[src/rtl/reu_dma_seq.sv]
// REU DMA sequencer: byte-wise stash/fetch/swap/verify between C64 bus and SDRAM.
// All state advances on the falling PHI2 edge; per-byte strobes are Mealy.
module reu_dma_seq (
  input  logic       PHI2,
  input  logic       Reset,
  input  logic       Execute,
  input  logic [1:0] XferType,
  input  logic       Length1,
  input  logic       BA,
  input  logic [7:0] CDIn,
  input  logic [7:0] RAMDIn,
  input  logic       RAMAck,
  output logic       DMA,
  output logic       CRnW,
  output logic       CDOE,
  output logic [7:0] CDOut,
  output logic       RAMRD,
  output logic       RAMWR,
  output logic [7:0] RAMDOut,
  output logic       IncCA,
  output logic       IncREUA,
  output logic       DecLen,
  output logic       XferEnd,
  output logic       SetEndOfBlock,
  output logic       SetVerifyErr,
  output logic       Busy
);

  typedef enum logic [2:0] {
    StIdle,
    StStart,
    StC64Rd,
    StRamRd,
    StRamWr,
    StC64Wr,
    StDone
  } state_t;

  localparam logic [1:0] TStash  = 2'b00;
  localparam logic [1:0] TFetch  = 2'b01;
  localparam logic [1:0] TSwap   = 2'b10;
  localparam logic [1:0] TVerify = 2'b11;

  state_t     state;
  state_t     stateNext;
  state_t     firstSt;
  logic [1:0] xType;
  logic [7:0] latchC;
  logic [7:0] latchR;
  logic       byteDone;
  logic       mismatch;
  logic       ldC;
  logic       ldR;
  logic       strobe;

  always_ff @(negedge PHI2) begin
    if (Reset) begin
      state  <= StIdle;
      xType  <= TStash;
      latchC <= 8'h00;
      latchR <= 8'h00;
    end else begin
      state <= stateNext;
      if (state == StIdle && Execute)
        xType <= XferType;
      if (ldC)
        latchC <= CDIn;
      if (ldR)
        latchR <= RAMDIn;
    end
  end

  // Fetch is the only type that begins on the REU side.
  always_comb begin
    firstSt = StC64Rd;
    if (xType == TFetch)
      firstSt = StRamRd;
  end

  always_comb begin
    stateNext = state;
    byteDone  = 1'b0;
    mismatch  = 1'b0;
    ldC       = 1'b0;
    ldR       = 1'b0;
    unique case (state)
      StIdle: begin
        if (Execute)
          stateNext = StStart;
      end
      StStart: begin
        stateNext = firstSt;
      end
      StC64Rd: begin
        if (BA) begin
          ldC = 1'b1;
          if (xType == TStash)
            stateNext = StRamWr;
          else
            stateNext = StRamRd;
        end
      end
      StRamRd: begin
        if (RAMAck) begin
          ldR = 1'b1;
          if (xType == TVerify) begin
            byteDone = 1'b1;
            mismatch = (RAMDIn != latchC);
          end else if (xType == TFetch) begin
            stateNext = StC64Wr;
          end else begin
            stateNext = StRamWr;
          end
        end
      end
      StRamWr: begin
        if (RAMAck) begin
          if (xType == TSwap)
            stateNext = StC64Wr;
          else
            byteDone = 1'b1;
        end
      end
      StC64Wr: begin
        if (BA)
          byteDone = 1'b1;
      end
      StDone: begin
        stateNext = StIdle;
      end
      default: begin
        stateNext = StIdle;
      end
    endcase
    if (byteDone) begin
      if (mismatch || Length1)
        stateNext = StDone;
      else
        stateNext = firstSt;
    end
  end

  // Reset suppresses strobes so an aborted byte leaves registers untouched.
  assign strobe = byteDone && !Reset;

  assign Busy          = (state != StIdle);
  assign DMA           = Busy;
  assign CRnW          = (state == StC64Rd);
  assign CDOE          = (state == StC64Wr);
  assign CDOut         = latchR;
  assign RAMRD         = (state == StRamRd);
  assign RAMWR         = (state == StRamWr);
  assign RAMDOut       = latchC;
  assign IncCA         = strobe;
  assign IncREUA       = strobe;
  assign DecLen        = strobe && !mismatch && !Length1;
  assign XferEnd       = strobe && (mismatch || Length1);
  assign SetEndOfBlock = strobe && Length1;
  assign SetVerifyErr  = strobe && mismatch;

endmodule

[config.mk]
export PLATFORM = sky130hd
export DESIGN_NAME = reu_dma_seq
export DESIGN_NICKNAME = d
export VERILOG_FILES = /design/src/rtl/reu_dma_seq.sv
export SDC_FILE = /design/constraint.sdc
export NUM_CORES = 1
export LEC_CHECK = 0
export ABC_AREA = 0
export CAP_MARGIN = 25
export CORE_MARGIN = 10
export CORE_UTILIZATION = 65
export CTS_CLUSTER_SIZE = 30
export DETAILED_ROUTE_END_ITERATION = 8
export DONT_BUFFER_PORTS = 1
export PLACE_DENSITY = 0.87
export SYNTH_ARGS = -nofsm -noshare
export SYNTH_HDL_FRONTEND = slang
export SYNTH_SLANG_ARGS = --single-unit
[constraint.sdc]
create_clock -name PHI2 -period 3.2 [get_ports PHI2]
set_clock_uncertainty 0.05 [all_clocks]
set_input_delay 0.64 -clock PHI2 [delete_from_list [all_inputs] [get_ports PHI2]]
set_output_delay 0.64 -clock PHI2 [all_outputs]
set_load 0.03 [all_outputs]
==> results of run 1 <==
-- cells by family after synthesis --
kind of cell,Yosys count,synth area share (%)
AOI/OAI and AO/OA,20,10.9
xor gates and xnor gates,8,6.15
buffers and inverters,11,5.27
DFF,21,36.9
muxes,12,10.5
and+or+nand+nor,61,30.3
-- per-stage QoR --
| stage | utilization [%] | hold WS, ns | TNS [ns] | setup WS (ns) |
|---|---|---|---|---|
| 2_1_floorplan | - | 0.487 | -2.75 | -0.475 |
| 3_3_place_gp | 90.4 | 0.543 | -2.13 | -0.377 |
| 3_5_place_dp | 90.4 | 0.562 | -2.56 | -0.482 |
==> run metrics, run 1 <==
status=stopped before the end; Stopped at=clock tree synthesis; tool error=[ERROR DPL-0038] Utilization greater than 100%, impossible to legalize; hold_buf cts=0; ys flop type=dfxtp_1; routability cong.=0.838; Synth async-reset ratio=0%; Yosys warnings=0; EDFF count, synth=0; Mapped Cells=133; share of the synthesized area in the top cell type=36.9%; largest area contributor in the netlist=dfxtp_1; Synth top cells by count=21 x dfxtp_1, 20 x nand2_1, 14 x nor2_1, 12 x mux2i_1, 10 x a21oi_1; DIE WIDTH=61.9 um; Initial Util=67.5%; # port buffers=0; Post-DP Area=1530 um^2; Core Rows=15; Die Y=61.9 um; clock sink total=21; CTS Buffer Depth=2; Cell Area, Synth=1140 um^2; hpwl dp=3.02 mm; top-count cell post-synth=dfxtp_1; #FFs+latches synth=21; top cells by area, synth=dfxtp_1 37%, mux2i_1 11%, nand2_1 6.6%; CTS Buf Count=3; post-cts sizing count=50; Seq/Total Area, Yosys=36.9%; Root Buffer Master=clkbuf_4; syn nets=157; Syn Area/Cell=8.57 um^2; number of I/O pins=52; Cell variety after synth=32; Placed Cells=175; H-Tree Depth=1; number of post-CTS setup repair buffers=14
==> inputs of run 2 (changes only) <==
--- a/config.mk
+++ b/config.mk
@@ -7,12 +7,11 @@
 export LEC_CHECK = 0
 export ABC_AREA = 0
 export CAP_MARGIN = 25
-export CORE_MARGIN = 10
-export CORE_UTILIZATION = 65
-export CTS_CLUSTER_SIZE = 30
+export CORE_AREA = 10 10 71 73
 export DETAILED_ROUTE_END_ITERATION = 8
+export DIE_AREA = 0 0 81 83
 export DONT_BUFFER_PORTS = 1
-export PLACE_DENSITY = 0.87
+export PLACE_DENSITY_LB_ADDON = 0.15
 export SYNTH_ARGS = -nofsm -noshare
 export SYNTH_HDL_FRONTEND = slang
 export SYNTH_SLANG_ARGS = --single-unit
==> run metrics, run 2 <==
number of I/O pins=52; VDD IR-drop max=0.000408 V; Crit. End Element=output pin; critical path fanouts, max=3; Seq/Total Area, Yosys=36.9%; Worst-Margin Slew=0.365 ns; final setup fails=12; failing checks=negative setup slack; drt wl/cell=14.7 um; hpwl dp=2.71 mm; fin area=1910 um^2; Yosys warnings=0; H-Tree Depth=1; layout cells sized above 1=46.9%; Cell Area, Synth=1140 um^2; largest area contributor in the netlist=dfxtp_1; # port buffers=0; ys flop type=dfxtp_1; clock sink total=21; vias in the first global route=1,276; share of the synthesized area in the top cell type=36.9%; CTS Buf Count=3; Setup TNS=-5.17 ns; largest net degree at the start of global routing=28; cells along the critical path=xnor2_2 -> nand4_1 -> o21ai_4 -> nor4b_4 -> buf_6; Pre-Repair DR Iteration Count=4; CP startpoint=RAMDOut[4]; maxcap violations=0; min-delay src=CDOut[1]; routed via count=1,158; clk slew on worst S/H paths=0.04 ns; final net count=217; Synth top cells by count=21 x dfxtp_1, 20 x nand2_1, 14 x nor2_1, 12 x mux2i_1, 10 x a21oi_1; Leak=0.799 nW; most frequent cells in the layout=30 x buf_4, 23 x inv_1, 19 x nand2_1; commonest non-fill, non-tap cell in the layout=buf_4; CTS Buffer Depth=2; top-count cell post-synth=dfxtp_1; GRT Overall Usage=10.8%; unrepaired setup endpoints after global routing=yes; DRC viols=0; Cell variety after synth=32; Pins Over Slew Limit=0; Slowest cell on crit path=dfxtp_4; hold_ws=0.488 ns; Mapped Cells=133; worst skew pair latency=0.33 ns; WL final=3.52 mm; via/cell ratio=4.83; top cells by area, synth=dfxtp_1 37%, mux2i_1 11%, nand2_1 6.6%; crit-path leading delay family=simple AND/OR/NAND/NOR gates; slew margin rel.=75.6%; startpoint types=flip-flop; DP Worst Slack=-0.461 ns; delay of the slowest critical-path stage=0.34 ns; DRT antenna net count=0; Root Buffer Master=clkbuf_8; Syn Area/Cell=8.57 um^2; Critical R2R Launch=state[2]; #FFs+latches synth=21; Post-DP Area=1610 um^2; initial antenna violation count=0; die area=6720 um^2; grt ovf=0; CTS tree=yes; DR iter-0 viols=47; critical path arrival=3.22 ns; Worst Hold Class=reg2reg; DIE WIDTH=81 um; syn nets=157; Synth async-reset ratio=0%; Die Y=83 um; EDFF count, synth=0; core area=3630 um^2; Cell Pwr Density=676 nW/um^2; WS Path Type=reg2out; final worst slack=-0.715 ns; Ant. Diodes=0; Critical Path RT=2.51 ns; Core Rows=22; status=finished with violations; first-pass GRT wire length=6.00 mm; routability cong.=0.801; Layout area overhead=67.7%; Final Hold Viols=0; Initial Util=31.4%; count of buffer and inverter cells on the critical path=1
==> run 2: cell counts after synthesis <==
Identical to the previous run, type by type.
==> run 2: final cells by class <==
cell class,count,area [um^2]
flip-flops and latches,21,460
well taps,48,60.1
multi-input cells,101,847
fillers,356,1720
repair buffers,43,410
clock buffers,3,41.3
clock inverters,22,82.6
inverters,2,10.0
==> run 2: cells by family after synthesis <==
logic type      after synthesis  share of synthesized area, %
buf+inv                      11                          5.27
mux                          12                          10.5
xor+xnor                      8                          6.15
simple gates                 61                          30.3
flops                        21                          36.9
compound gates               20                          10.9
==> run 2: worst reg2reg max path, stage by stage (launching register included) <==
cell      delay (ns)
dfxtp_2         0.32
buf_6           0.13
nand2b_4        0.15
buf_4           0.15
nor3b_2         0.18
buf_4           0.23
mux2i_1         0.22
nor2_1          0.05
==> run 2: stage by stage <==
stage / total power, mW / util (%) / std cells
2_1_floorplan: 0.785 / - / 133
3_3_place_gp: 0.923 / 44.3 / 208
3_5_place_dp: 0.926 / 44.3 / 208
4_1_cts: 1.28 / 51.2 / 237
5_1_grt: 1.40 / 52.6 / 240
6_report: 1.29 / 52.6 / 240
==> run 2: repair_timing <==
action / 4_1_cts / 5_1_grt
resized for setup: 27 / 7
endpoints found under the setup margin: 12 / 13
setup buffers: 7 / 4
gates cloned: 0 / 0
hold buffers: 0 / 0
pin swaps: 12 / 10
==> run 2: final timing paths <==
check | to | slack [ns] | cells past startpoint
worst min-delay path | CDOut[1] | 0.49 | 2
worst max-delay path | DecLen | -0.71 | 5
worst min register to register | CDOut[1] | 0.49 | 2
worst max register to register | RAMDOut[1] | 1.61 | 7
==> run 2: per-layer routing <==
layer,GRT usage [%],wire [um]
met5,0,0
met4,3.91,28
met3,7.00,442
met2,17.4,1780
met1,10.8,1270
==> run 2: power breakdown <==
group          internal (mW)  switching [mW]
clock                  0.120           0.150
combinational          0.334           0.328
sequential             0.309          0.0510
total                  0.763           0.529
Power figures use the tool's default switching activity.
